`config.mk`:
```
export PLATFORM = sky130hd
export DESIGN_NAME = rob_wb_arbiter
export DESIGN_NICKNAME = d
export VERILOG_FILES = /design/src/rtl/rob_wb_arbiter_pkg.sv /design/src/rtl/rob_wb_arbiter_rr_pick.sv /design/src/rtl/rob_wb_arbiter.sv
export SDC_FILE = /design/constraint.sdc
export NUM_CORES = 1
export LEC_CHECK = 0
export ABC_AREA = 1
export ABC_CLOCK_PERIOD_IN_PS = 9700
export CAP_MARGIN = 0
export CORE_MARGIN = 3
export CORE_UTILIZATION = 50
export DETAILED_ROUTE_END_ITERATION = 12
export DONT_BUFFER_PORTS = 1
export GPL_TIMING_DRIVEN = 0
export HOLD_SLACK_MARGIN = 0.03
export SLEW_MARGIN = 20
export SYNTH_ARGS = -nofsm -noshare
export SYNTH_HDL_FRONTEND = slang
export SYNTH_SLANG_ARGS = --single-unit
export TNS_END_PERCENT = 100
```
`constraint.sdc`:
```
create_clock -name clk -period 9.7 [get_ports clk]
set_clock_uncertainty 0.05 [all_clocks]
set_input_delay 1.94 -clock clk [delete_from_list [all_inputs] [get_ports clk]]
set_output_delay 1.94 -clock clk [all_outputs]
set_load 0.01 [all_outputs]
```
`src/rtl/rob_wb_arbiter_pkg.sv`:
```
// Shared constants for the ROB writeback arbiter: free field values,
// enable/disable levels and default widths.
package rob_wb_arbiter_pkg;

    localparam int DEF_TAG_W  = 4;
    localparam int DEF_DATA_W = 32;
    localparam int DEF_NAME_W = 5;

    localparam logic [DEF_TAG_W-1:0]  TAG_FREE  = '1;
    localparam logic [DEF_DATA_W-1:0] DATA_FREE = '0;
    localparam logic [DEF_NAME_W-1:0] NAME_FREE = '0;

    localparam logic EN  = 1'b1;
    localparam logic DIS = 1'b0;

endpackage

```
`src/rtl/rob_wb_arbiter_rr_pick.sv`:
```
// Circular first-valid finder: scans start, start+1, ... (mod N) and returns
// the first index that is valid and not excluded.
module rob_wb_arbiter_rr_pick
    import rob_wb_arbiter_pkg::*;
#(
    parameter int N     = 4,
    parameter int PTR_W = 2
) (
    input  logic [N-1:0]     valid,
    input  logic [PTR_W-1:0] start,
    input  logic [N-1:0]     excl,
    output logic             found,
    output logic [PTR_W-1:0] idx
);

    always_comb begin
        found = DIS;
        idx   = '0;
        for (int k = 0; k < N; k++) begin
            int j;
            j = int'(start) + k;
            if (j >= N) j = j - N;
            if (!found && valid[j] && !excl[j]) begin
                found = EN;
                idx   = PTR_W'(j);
            end
        end
    end

endmodule

```
`src/rtl/rob_wb_arbiter.sv`:
```
// Round-robin writeback arbiter onto ROB ports O and T (1-cycle registered).
// Optional macro ROB_WB_BRANCH_PRIO_EN: requester NUM_REQ-1 always wins port O.
module rob_wb_arbiter
    import rob_wb_arbiter_pkg::*;
#(
    parameter int NUM_REQ = 4,
    parameter int TAG_W   = DEF_TAG_W,
    parameter int DATA_W  = DEF_DATA_W,
    parameter int NAME_W  = DEF_NAME_W
) (
    input  logic                       clk,
    input  logic                       rst,
    input  logic                       rdy,
    input  logic                       flush,
    input  logic [NUM_REQ-1:0]         req_valid,
    output logic [NUM_REQ-1:0]         req_ready,
    input  logic [NUM_REQ*TAG_W-1:0]   req_tag,
    input  logic [NUM_REQ*DATA_W-1:0]  req_data,
    input  logic [NUM_REQ*NAME_W-1:0]  req_name,
    output logic                       wbo_en,
    output logic [TAG_W-1:0]           wbo_tag,
    output logic [DATA_W-1:0]          wbo_data,
    output logic [NAME_W-1:0]          wbo_name,
    output logic                       wbt_en,
    output logic [TAG_W-1:0]           wbt_tag,
    output logic [DATA_W-1:0]          wbt_data,
    output logic [NAME_W-1:0]          wbt_name
);

    localparam int PTR_W = (NUM_REQ > 1) ? $clog2(NUM_REQ) : 1;
    localparam logic [PTR_W-1:0] LAST_IDX = PTR_W'(NUM_REQ - 1);

    localparam logic [TAG_W-1:0]  TAG_FREE_W  = {TAG_W{TAG_FREE[0]}};
    localparam logic [DATA_W-1:0] DATA_FREE_W = {DATA_W{DATA_FREE[0]}};
    localparam logic [NAME_W-1:0] NAME_FREE_W = {NAME_W{NAME_FREE[0]}};

`ifdef ROB_WB_BRANCH_PRIO_EN
    // The branch unit is taken out of the rotation and placed on port O directly.
    localparam logic [NUM_REQ-1:0] BASE_EXCL = NUM_REQ'(1) << (NUM_REQ - 1);
`else
    localparam logic [NUM_REQ-1:0] BASE_EXCL = '0;
`endif

    function automatic logic [PTR_W-1:0] wrap_inc(input logic [PTR_W-1:0] p);
        return (p == LAST_IDX) ? '0 : p + PTR_W'(1);
    endfunction

    function automatic logic [NUM_REQ-1:0] onehot(input logic [PTR_W-1:0] p);
        return NUM_REQ'(1) << p;
    endfunction

    logic [PTR_W-1:0]  rr_ptr_q, rr_ptr_d;
    logic              wbo_en_q, wbo_en_d, wbt_en_q, wbt_en_d;
    logic [TAG_W-1:0]  wbo_tag_q, wbo_tag_d, wbt_tag_q, wbt_tag_d;
    logic [DATA_W-1:0] wbo_data_q, wbo_data_d, wbt_data_q, wbt_data_d;
    logic [NAME_W-1:0] wbo_name_q, wbo_name_d, wbt_name_q, wbt_name_d;

    logic              a_found, b_found;
    logic [PTR_W-1:0]  a_idx, b_idx;
    logic              g0_found, g1_found;
    logic [PTR_W-1:0]  g0_idx, g1_idx, rr_last;

    rob_wb_arbiter_rr_pick #(.N(NUM_REQ), .PTR_W(PTR_W)) u_pick_a (
        .valid (req_valid),
        .start (rr_ptr_q),
        .excl  (BASE_EXCL),
        .found (a_found),
        .idx   (a_idx)
    );

    rob_wb_arbiter_rr_pick #(.N(NUM_REQ), .PTR_W(PTR_W)) u_pick_b (
        .valid (req_valid),
        .start (wrap_inc(a_idx)),
        .excl  (BASE_EXCL | onehot(a_idx)),
        .found (b_found),
        .idx   (b_idx)
    );

    always_comb begin
        g0_found = a_found;
        g0_idx   = a_idx;
        g1_found = b_found;
        g1_idx   = b_idx;
        rr_last  = b_found ? b_idx : a_idx;
`ifdef ROB_WB_BRANCH_PRIO_EN
        if (req_valid[NUM_REQ-1]) begin
            g0_found = EN;
            g0_idx   = LAST_IDX;
            g1_found = a_found;
            g1_idx   = a_idx;
            rr_last  = a_idx;
        end
`endif
    end

    always_comb begin
        req_ready = '0;
        if (rdy && !flush) begin
            if (g0_found) req_ready = req_ready | onehot(g0_idx);
            if (g1_found) req_ready = req_ready | onehot(g1_idx);
        end
    end

    always_comb begin
        rr_ptr_d   = rr_ptr_q;
        wbo_en_d   = wbo_en_q;
        wbo_tag_d  = wbo_tag_q;
        wbo_data_d = wbo_data_q;
        wbo_name_d = wbo_name_q;
        wbt_en_d   = wbt_en_q;
        wbt_tag_d  = wbt_tag_q;
        wbt_data_d = wbt_data_q;
        wbt_name_d = wbt_name_q;
        if (rdy) begin
            if (flush) begin
                rr_ptr_d   = '0;
                wbo_en_d   = DIS;
                wbo_tag_d  = TAG_FREE_W;
                wbo_data_d = DATA_FREE_W;
                wbo_name_d = NAME_FREE_W;
                wbt_en_d   = DIS;
                wbt_tag_d  = TAG_FREE_W;
                wbt_data_d = DATA_FREE_W;
                wbt_name_d = NAME_FREE_W;
            end else begin
                // a_found is exactly "some non-branch requester was granted"
                if (a_found) rr_ptr_d = wrap_inc(rr_last);
                wbo_en_d   = g0_found;
                wbo_tag_d  = g0_found ? req_tag[int'(g0_idx)*TAG_W +: TAG_W]    : TAG_FREE_W;
                wbo_data_d = g0_found ? req_data[int'(g0_idx)*DATA_W +: DATA_W] : DATA_FREE_W;
                wbo_name_d = g0_found ? req_name[int'(g0_idx)*NAME_W +: NAME_W] : NAME_FREE_W;
                wbt_en_d   = g1_found;
                wbt_tag_d  = g1_found ? req_tag[int'(g1_idx)*TAG_W +: TAG_W]    : TAG_FREE_W;
                wbt_data_d = g1_found ? req_data[int'(g1_idx)*DATA_W +: DATA_W] : DATA_FREE_W;
                wbt_name_d = g1_found ? req_name[int'(g1_idx)*NAME_W +: NAME_W] : NAME_FREE_W;
            end
        end
    end

    always_ff @(posedge clk or posedge rst) begin
        if (rst) begin
            rr_ptr_q   <= '0;
            wbo_en_q   <= DIS;
            wbo_tag_q  <= TAG_FREE_W;
            wbo_data_q <= DATA_FREE_W;
            wbo_name_q <= NAME_FREE_W;
            wbt_en_q   <= DIS;
            wbt_tag_q  <= TAG_FREE_W;
            wbt_data_q <= DATA_FREE_W;
            wbt_name_q <= NAME_FREE_W;
        end else begin
            rr_ptr_q   <= rr_ptr_d;
            wbo_en_q   <= wbo_en_d;
            wbo_tag_q  <= wbo_tag_d;
            wbo_data_q <= wbo_data_d;
            wbo_name_q <= wbo_name_d;
            wbt_en_q   <= wbt_en_d;
            wbt_tag_q  <= wbt_tag_d;
            wbt_data_q <= wbt_data_d;
            wbt_name_q <= wbt_name_d;
        end
    end

    assign wbo_en   = wbo_en_q;
    assign wbo_tag  = wbo_tag_q;
    assign wbo_data = wbo_data_q;
    assign wbo_name = wbo_name_q;
    assign wbt_en   = wbt_en_q;
    assign wbt_tag  = wbt_tag_q;
    assign wbt_data = wbt_data_q;
    assign wbt_name = wbt_name_q;

endmodule
```
Word-level counts from Yosys, hierarchy flattened --
Cells that the tools add are included.
Cells by class: add/sub/neg operators 16, multipliers 2, $lt $le $gt $ge 16, equal/unequal tests 2, shift operators 8, muxes and demuxes 95, bitwise gates (word level) 1, reduce and logical (&&, ||, !) cells 32
Operators by type and width (count):
- $mux W32 | 12
- $lt A32 B4 Y1 const B | 8
- $shiftx A128 B8 Y32 | 2
- $ge A32 B4 Y1 const B | 6
- $sub A32 B4 Y32 const B | 6
- $mux W1 | 42
- $shiftx A20 B6 Y5 | 2
- $bmux W1 S2 | 16
- $mux W4 | 8
- $shiftx A16 B5 Y4 | 2
- $mux W2 | 13
- $mux W5 | 4
- $logic_and A1 B1 Y1 | 15
- $logic_not A1 Y1 | 15
- $add A2 B2 Y3 const B | 4
- $mul A2 B3 Y5 const B | 2
- $shl A1 B2 Y4 const A | 2
- $sub A2 B3 Y4 const B | 2
- $add A2 B1 Y3 const B | 2
- $ge A2 B3 Y1 const B | 2
- $add A2 B1 Y2 const B | 2
- $eq A2 B2 Y1 const B | 2
- $or A4 B4 Y4 | 1
- $reduce_and A2 Y1 | 1
- $reduce_bool A2 Y1 | 1
Word-level totals: register bits 86, input bits 172, output and inout bits 88, logic and storage cells 181

Depth between registers and ports, before layout --
Gate-level depths: netlist of run 1.
word-level depth 47, mapped depth 31, gate-level depth less buffers 27

Cells and area by module --
A second synthesis of run 1 with hierarchy kept.
Unflattened totals: cells, all modules 1187, area, all modules 6807.8 um^2
By module, submodules not included:
- rob_wb_arbiter | times used 1, cells each 1079, area each 6269.8 um^2, sequential area each 2162.1 um^2
- rob_wb_arbiter_rr_pick | times used 2, cells each 54, area each 269.0 um^2, sequential area each 0.0 um^2

Worst setup path after synthesis of run 1 --
No wires, ideal clock.
path kind in2out, from input req_valid[3], to output req_ready[0], arrival 5.250 ns, data required time 7.710 ns, setup slack 2.460 ns, cell stages on the path 25, path buffers 4, cells stage by stage inv_1 -> nand2_1 -> nand3_1 -> nand2_2 -> nor2_4 -> nand3b_1 -> o21ai_1 -> clkinv_1 -> clkbuf_1 -> ha_1 -> clkbuf_1 -> inv_1 -> nand4_1 -> nand2_1 -> nand2_1 -> nand2_2 -> nor2_4 -> nand3_1 -> nand2_1 -> nand2_2 -> buf_6 -> inv_4 -> nand2_8 -> buf_6 -> o21ai_1
Between the ends: longest elaborated chain between the ends 43, elaborated cells on any way between the ends 101, those cells by class add/sub: 8; order compare: 4; eq/ne: 1; shift: 2; mux: 61; bitwise: 1; reduce/logical: 24
RTL lines:
- start, declared | line rob_wb_arbiter.sv:15 | input logic [NUM_REQ-1:0] req_valid,
- branches (longest 41 deep; another with $bmux W1 S2)
- $mux W4 * | line rob_wb_arbiter.sv:100 | if (g1_found) req_ready = req_ready | onehot(g1_idx);
- $mux W4 * | line rob_wb_arbiter.sv:98 | if (rdy && !flush) begin
- end, declared | line rob_wb_arbiter.sv:16 | output logic [NUM_REQ-1:0] req_ready,
Mark *: on every way between the ends. The select of a mux whose other input is x is not followed.

Worst setup path after layout of run 1 --
from input req_valid[3], to output req_ready[3]
The elaborated chain is that of the path after synthesis.

==> results of run 1 <==
## per-stage QoR
stage	cell area (um2)	hold WS (ns)	cells	utilization, %
after global routing	7169	0.5045	1174	56.13
after CTS	7169	0.4693	1174	56.13
after detailed placement	6874	0.4607	1158	53.82
final	7169	0.4691	1174	56.13
after floorplan	6629	0.4442	985	-
after global placement	6844	0.4646	1157	53.58
## worst paths after layout
kind | startpoint | slack [ns] | endpoint | cells after the start
worst min-delay path | wbt_tag[0] | 0.47 | wbt_tag[0] | 2
max in group asynchronous | rst | 7.52 | wbt_en | 2
worst max-delay path | req_valid[3] | 0.84 | req_ready[3] | 23
worst min register to register | wbt_tag[0] | 0.47 | wbt_tag[0] | 2
worst max register to register | rr_ptr_q[0] | 4.19 | wbt_data[24] | 26
min in group asynchronous | rst | 1.44 | wbt_data[31] | 1
## state kept, by name (all words and copies together) (netlist names)
register,count
wbo_tag,4
wbt_name,5
wbo_en,1
wbt_tag,4
wbo_data,32
wbt_data,32
rr_ptr_q,2
wbt_en,1
wbo_name,5
## per-layer routing
metal / GRT usage (%) / vias to the layer above / part of all wire [%]
met5: 0 / - / 0
met4: 14.64 / 0 / 3.8
met3: 13.89 / 81 / 13
met2: 57.38 / 502 / 45
met1: 43.97 / 3384 / 38
li1: - / 3266 / -
## cell usage after synthesis, types with 4 or more instances
cell type and count:
sky130_fd_sc_hd__buf_6 6, sky130_fd_sc_hd__dfstp_2 8, sky130_fd_sc_hd__a32o_1 37, sky130_fd_sc_hd__nand4_1 22, sky130_fd_sc_hd__nand3b_1 18, sky130_fd_sc_hd__buf_2 11
sky130_fd_sc_hd__o211ai_1 50, sky130_fd_sc_hd__nand2_2 12, sky130_fd_sc_hd__o21bai_2 5, sky130_fd_sc_hd__buf_1 12, sky130_fd_sc_hd__nor2_1 38, sky130_fd_sc_hd__o21ai_1 27
sky130_fd_sc_hd__nand3_1 58, sky130_fd_sc_hd__o21ai_0 49, sky130_fd_sc_hd__buf_4 8, sky130_fd_sc_hd__dfrtp_1 78, sky130_fd_sc_hd__inv_2 7, sky130_fd_sc_hd__clkbuf_1 28
sky130_fd_sc_hd__ha_1 4, sky130_fd_sc_hd__a21oi_1 27, sky130_fd_sc_hd__inv_1 127, sky130_fd_sc_hd__nand2_1 326
## tightest hold or removal path, delay by kind of cell (launching register included)
family	cells	cell delay (ns)
flops	1	0.39
simple gates	2	0.13
## final cells by class
class                      count  area [um2]  area share, %
multi-input combinational    696        3608          50.33
inverter                     138       528.0          7.365
sequential                    86        2162          30.16
clock inverter                 4       28.78         0.4014
tap                          172       215.2          3.002
timing repair buffer           1       27.53         0.3839
clock buffer                  12       266.5          3.717
buffer                        65       332.8          4.642
## placed cells by master (no fill, tap or decap), types with 27 or more instances in the layout
master	synthesis	routed
sky130_fd_sc_hd__o211ai_1	50	50
sky130_fd_sc_hd__inv_1	127	126
sky130_fd_sc_hd__a21oi_1	27	27
sky130_fd_sc_hd__nand2_1	326	326
sky130_fd_sc_hd__nor2_1	38	38
sky130_fd_sc_hd__a32o_1	37	37
sky130_fd_sc_hd__nand3_1	58	58
sky130_fd_sc_hd__clkbuf_1	28	28
sky130_fd_sc_hd__o21ai_0	49	49
sky130_fd_sc_hd__o21ai_1	27	27
sky130_fd_sc_hd__dfrtp_1	78	78
## cell families after synthesis
| group | count (synthesis) |
|---|---|
| AO/OA/AOI/OAI | 203 |
| adder cells (fa/ha/maj) | 4 |
| buffers and inverters | 203 |
| flip-flops | 86 |
| AND/OR/NAND/NOR | 489 |
==> metrics.log, run 1 <==
[metrics] final-layout fill cell count: 1,271
[metrics] final WL: 27.39 mm
[metrics] start-to-end type of the worst setup path: primary input to output pin
[metrics] Synth Register Bits: 86
[metrics] share of post-route cells with drive strength above 1: 9.281%
[metrics] EDFF count, synth: 0
[metrics] data arrival time of the worst path: 6.87 ns
[metrics] distinct cell type count after synthesis: 40
[metrics] CTS tree: built
[metrics] worst slack at placement: 0.9997 ns
[metrics] core footprint: 0.01277 mm2
[metrics] weighted congestion at the end of routability-driven global placement: 0.9416
[metrics] initial antenna violation count: 1
[metrics] count of unresolved DRC violations after routing: 0
[metrics] CP top delay family: buffers and inverters
[metrics] cell with the biggest individual delay on the critical path: sky130_fd_sc_hd__clkbuf_1
[metrics] post-synthesis simple-gate area fraction: 32.88%
[metrics] main combinational cell family by area after synthesis: simple AND/OR/NAND/NOR gates
[metrics] Finish-stage setup viols: 0
[metrics] Final ANT Viol Nets: 0
[metrics] area share of the leading cell type in the synthesized netlist: 29.45%
[metrics] Slew Viols, Final: 0
[metrics] Post-Synth Adder-Cell Area: 0.7550%
[metrics] post-synthesis to final-layout area growth: 8.154%
[metrics] final sum of negative setup slack: 0 ns
[metrics] maximum clock path buffer count: 2
[metrics] run status: completed
[metrics] achievable clock frequency: 112.9 MHz
[metrics] quantity of hold-fixing buffers added after cts: 0
[metrics] Main synth FF type: sky130_fd_sc_hd__dfrtp_1
[metrics] Slew HR: 41.44%
[metrics] clk_lat worst skew: 0.35 ns
[metrics] area enclosed by the die boundary: 0.01467 mm2
[metrics] global-route congestion overflow total: 0
[metrics] Detail Placement HPWL: 20.38 mm
[metrics] compound-cell area share of the yosys netlist: 20.80%
[metrics] sequential fraction of the synthesis area: 32.62%
[metrics] count of buffering cells on the critical path with inverters included: 7
[metrics] routed length per placed instance: 23.33 um
[metrics] Post-Synthesis Net Count: 1,161
[metrics] element type at the critical path start: primary input
[metrics] multiplexer area fraction after synthesis: 0%
[metrics] vias after detailed routing: 7,233
[metrics] path class of the lowest-slack min-delay path: flop to flop
[metrics] critical path data required time: 7.71 ns
[metrics] share of synthesized flip-flops with an asynchronous set or reset: 100.0%
[metrics] wire length of the first global-routing pass: 40.18 mm
[metrics] crit share post-route: 91.33%
[metrics] setup repair after global routing missed its margin: no
[metrics] largest net degree at the start of global routing: 51
[metrics] horizontal extent of the die: 121.1 um
[metrics] worst path cell trace: inv_1, nand2_1, nand3_1, nand2_2, nor2_4, nand3b_1, o21ai_1, clkinv_1, clkbuf_1, ha_1, clkbuf_1, inv_1, nand4_1, nand2_1, nand2_1, nand2_2, nor2_4, nand2_1, nor2_1, inv_2, nand2_1, clkbuf_1, o21ai_0
[metrics] IO Port Bufs: 0
[metrics] library cell occupying the most area in the post-synthesis netlist: sky130_fd_sc_hd__dfrtp_1
[metrics] largest driver fanout on the critical path: 11
[metrics] overall fraction of global-route tracks in use: 36.08%
[metrics] least setup slack across all paths after layout: 0.8408 ns
[metrics] Root Buffer Master: sky130_fd_sc_hd__clkbuf_16
[metrics] # rows: 41
[metrics] number of warnings issued by yosys: 0
[metrics] initial detailed-routing violation count: 832
[metrics] vias in the first global route: 7,047
[metrics] CTS resizes: 0
[metrics] synthesized-area fraction occupied by xor and xnor cells: 0%
[metrics] largest cells by area after synthesis: sky130_fd_sc_hd__dfrtp_1 (29%), sky130_fd_sc_hd__nand2_1 (18%), sky130_fd_sc_hd__inv_1 (7.2%)
[metrics] final count of hold timing violations: 0
[metrics] Netlist Area Pre-Place: 0.006629 mm2
[metrics] pin slew with the least headroom to its limit: 0.8784 ns
[metrics] clock period minus final worst setup slack: 8.859 ns
[metrics] number of antenna repair diodes: 0
[metrics] initial standard-cell utilization of the core: 51.90%
[metrics] via-per-instance ratio: 6.161
[metrics] cell seen most often among critical-path stages: sky130_fd_sc_hd__nand2_1
[metrics] clock edge transition at the registers on the reported setup and hold paths: 0.06 ns
[metrics] Final #Nets: 1,173
[metrics] stage delay of the slowest cell on the critical path: 0.57 ns
[metrics] clock net sink count: 86
[metrics] kind of end point of the critical path: output pin
[metrics] die boundary height: 121.1 um
[metrics] per-instance average area after synthesis: 6.730 um2
[metrics] number of placed I/O pins: 260
[metrics] CTS buffer count: 9
[metrics] Clock H-tree levels: 3
[metrics] buffers inserted by post-CTS timing repair: 0
[metrics] post-synthesis cell count: 985
[metrics] Detailed Routing Iterations Pass 1: 6
[metrics] reported max-cap violation count: 0
Power of run 1 is not shown: default switching activity piles up to over one toggle a cycle in this logic, so the estimate is an artifact.
==> inputs of run 2 (changes only) <==
REMOVE_ABC_BUFFERS = 1   (was not set)
==> metrics.log, run 2 (synthesis results as in run 1) <==
[metrics] weighted congestion at the end of routability-driven global placement: 0.9246 (-1.8%)
[metrics] horizontal extent of the die: 121.1 um (unchanged)
[metrics] clock period minus final worst setup slack: 9.096 ns (+0.2371 ns)
[metrics] element type at the critical path start: primary input
[metrics] number of standard cells in the layout, taps in and fillers out: 1,114 (-5.1%)
[metrics] kind of end point of the critical path: output pin
[metrics] busiest layer in global routing: met2
[metrics] Root Buffer Master: sky130_fd_sc_hd__clkbuf_16
[metrics] clock net sink count: 86 (unchanged)
[metrics] path class of the lowest-slack min-delay path: flop to flop
[metrics] setup repair after global routing missed its margin: no
[metrics] final count of hold timing violations: 0 (unchanged)
[metrics] reported max-cap violation count: 0 (unchanged)
[metrics] most frequent cells in the layout: sky130_fd_sc_hd__nand2_1 (326), sky130_fd_sc_hd__inv_1 (126), sky130_fd_sc_hd__dfrtp_1 (78)
[metrics] met2 Use GR: 51.23% (-6.1 points)
[metrics] Detail Placement HPWL: 14.93 mm (-27%)
[metrics] data arrival time of the worst path: 7.11 ns (+0.24 ns)
[metrics] Slew HR: 29.98% (-11 points)
[metrics] CTS tree: built
[metrics] share of post-route cells with drive strength above 1: 7.962% (-1.3 points)
[metrics] achievable clock frequency: 109.9 MHz (-2.6%)
[metrics] core footprint: 0.01277 mm2 (unchanged)
[metrics] start of the worst register-to-register path: rr_ptr_q[0]
[metrics] global routing usage on met3: 10.63% (-3.3 points)
[metrics] wire length of the first global-routing pass: 35.42 mm (-12%)
[metrics] global-route congestion overflow total: 0 (unchanged)
[metrics] startpoint of the worst hold path: wbt_tag[1]
[metrics] met1 track utilization from global routing: 36.68% (-7.3 points)
[metrics] clock edge transition at the registers on the reported setup and hold paths: 0.06 ns (about the same)
[metrics] quantity of hold-fixing buffers added after cts: 0 (unchanged)
[metrics] crit share post-route: 93.78% (+2.4 points)
[metrics] leading cell type in the layout, fill and taps excluded: sky130_fd_sc_hd__nand2_1
[metrics] largest net degree at the start of global routing: 79 (+55%)
[metrics] critical path data required time: 7.71 ns (about the same)
[metrics] overall fraction of global-route tracks in use: 30.68% (-5.4 points)
[metrics] die boundary height: 121.1 um (unchanged)
[metrics] count of placed standard cells including taps: 1,098 (-5.2%)
[metrics] start-to-end type of the worst setup path: primary input to output pin
[metrics] final WL: 22.71 mm (-17%)
[metrics] largest driver fanout on the critical path: 56 (+45)
[metrics] origin of the worst setup path: req_valid[2]
[metrics] count of unresolved DRC violations after routing: 0 (unchanged)
[metrics] number of placed I/O pins: 260 (unchanged)
[metrics] post-synthesis to final-layout area growth: 5.417%
[metrics] # rows: 41 (unchanged)
[metrics] initial detailed-routing violation count: 479 (-42%)
[metrics] clk_lat worst skew: 0.35 ns (about the same)
[metrics] vias after detailed routing: 6,685 (-7.6%)
[metrics] Clock H-tree levels: 3 (unchanged)
[metrics] maximum clock path buffer count: 2 (unchanged)
[metrics] Hold Slack: 0.4646 ns (-0.004486 ns)
[metrics] vias in the first global route: 6,642 (-5.7%)
[metrics] run status: completed
[metrics] pin slew with the least headroom to its limit: 1.049 ns (+0.1704 ns)
[metrics] Slew Viols, Final: 0 (unchanged)
[metrics] Finish-stage setup viols: 0 (unchanged)
[metrics] CTS buffer count: 9 (unchanged)
[metrics] initial standard-cell utilization of the core: 51.90% (unchanged)
[metrics] number of antenna repair diodes: 0 (unchanged)
[metrics] Final ANT Viol Nets: 0 (unchanged)
[metrics] Detailed Routing Iterations Pass 1: 7 (+1)
[metrics] initial antenna violation count: 0 (-1)
[metrics] via-per-instance ratio: 6.001 (-2.6%)
[metrics] routed length per placed instance: 20.39 um (-13%)
[metrics] area enclosed by the die boundary: 0.01467 mm2 (unchanged)
[metrics] Final #Nets: 1,113 (-5.1%)
[metrics] IO Port Bufs: 0 (unchanged)
[run 2: worst max-delay path, stage by stage]
cell and delay [ns]:
sky130_fd_sc_hd__inv_1 0.11, sky130_fd_sc_hd__nand2_1 0.07, sky130_fd_sc_hd__nand2_1 0.10, sky130_fd_sc_hd__nand2_1 0.05
sky130_fd_sc_hd__o21ai_1 0.15, sky130_fd_sc_hd__nand3b_1 0.21, sky130_fd_sc_hd__nand4_1 0.16, sky130_fd_sc_hd__o21ai_4 0.14
sky130_fd_sc_hd__buf_16 0.21, sky130_fd_sc_hd__clkinv_1 0.68, sky130_fd_sc_hd__ha_1 0.76, sky130_fd_sc_hd__inv_1 0.14
sky130_fd_sc_hd__nand4_1 0.11, sky130_fd_sc_hd__nand2_1 0.11, sky130_fd_sc_hd__nand2_1 0.09, sky130_fd_sc_hd__nand2_2 0.10
sky130_fd_sc_hd__nor2_4 0.16, sky130_fd_sc_hd__nand3_1 0.10, sky130_fd_sc_hd__nand2_1 0.19, sky130_fd_sc_hd__nand2_4 0.45
sky130_fd_sc_hd__nor2_4 0.70, sky130_fd_sc_hd__a21oi_1 0.11, sky130_fd_sc_hd__nor3_2 0.22
[run 2: per-stage QoR]
stage / util (%) / cell area [um2] / setup TNS [ns] / setup WS (ns)
2_1_floorplan: - / 6296 / -3.868 / -1.411
4_1_cts: 54.69 / 6985 / 0 / 0.2778
6_report: 54.71 / 6988 / 0 / 0.6037
3_3_place_gp: 50.97 / 6511 / -200.11 / -6.167
5_1_grt: 54.71 / 6988 / 0 / 0.1760
3_5_place_dp: 52.45 / 6700 / 0 / 0.2963
[run 2: final timing paths]
path / end / slack (ns) / cells past startpoint
max: req_ready[1] / 0.60 / 23
min: wbt_tag[1] / 0.46 / 2
max reg2reg: wbt_data[23] / 3.48 / 26
min reg2reg: wbt_tag[1] / 0.46 / 2
max in group asynchronous: wbt_data[28] / 7.65 / 2
min in group asynchronous: wbo_data[0] / 1.33 / 1
[run 2: final cells by class]
cell class / instances / area (um2)
clock buffer: 10 / 239.0
clock inverter: 6 / 46.29
fill: 1233 / 5786
inverter: 138 / 538.0
multi-input combinational: 696 / 3630
sequential: 86 / 2162
tap: 172 / 215.2
timing repair buffer: 6 / 157.7
[run 2: layer usage]
layer	wire length, um	vias up
met5	0	-
met4	612	0
li1	-	3151
met2	10790	330
met3	2417	48
met1	8898	3156
[run 2: repair_timing]
item	CTS	global route
resized for setup	0	1
buffers inserted	0	0
endpoints found under the setup margin	0	4
Power of run 2 is left out for the same reason.
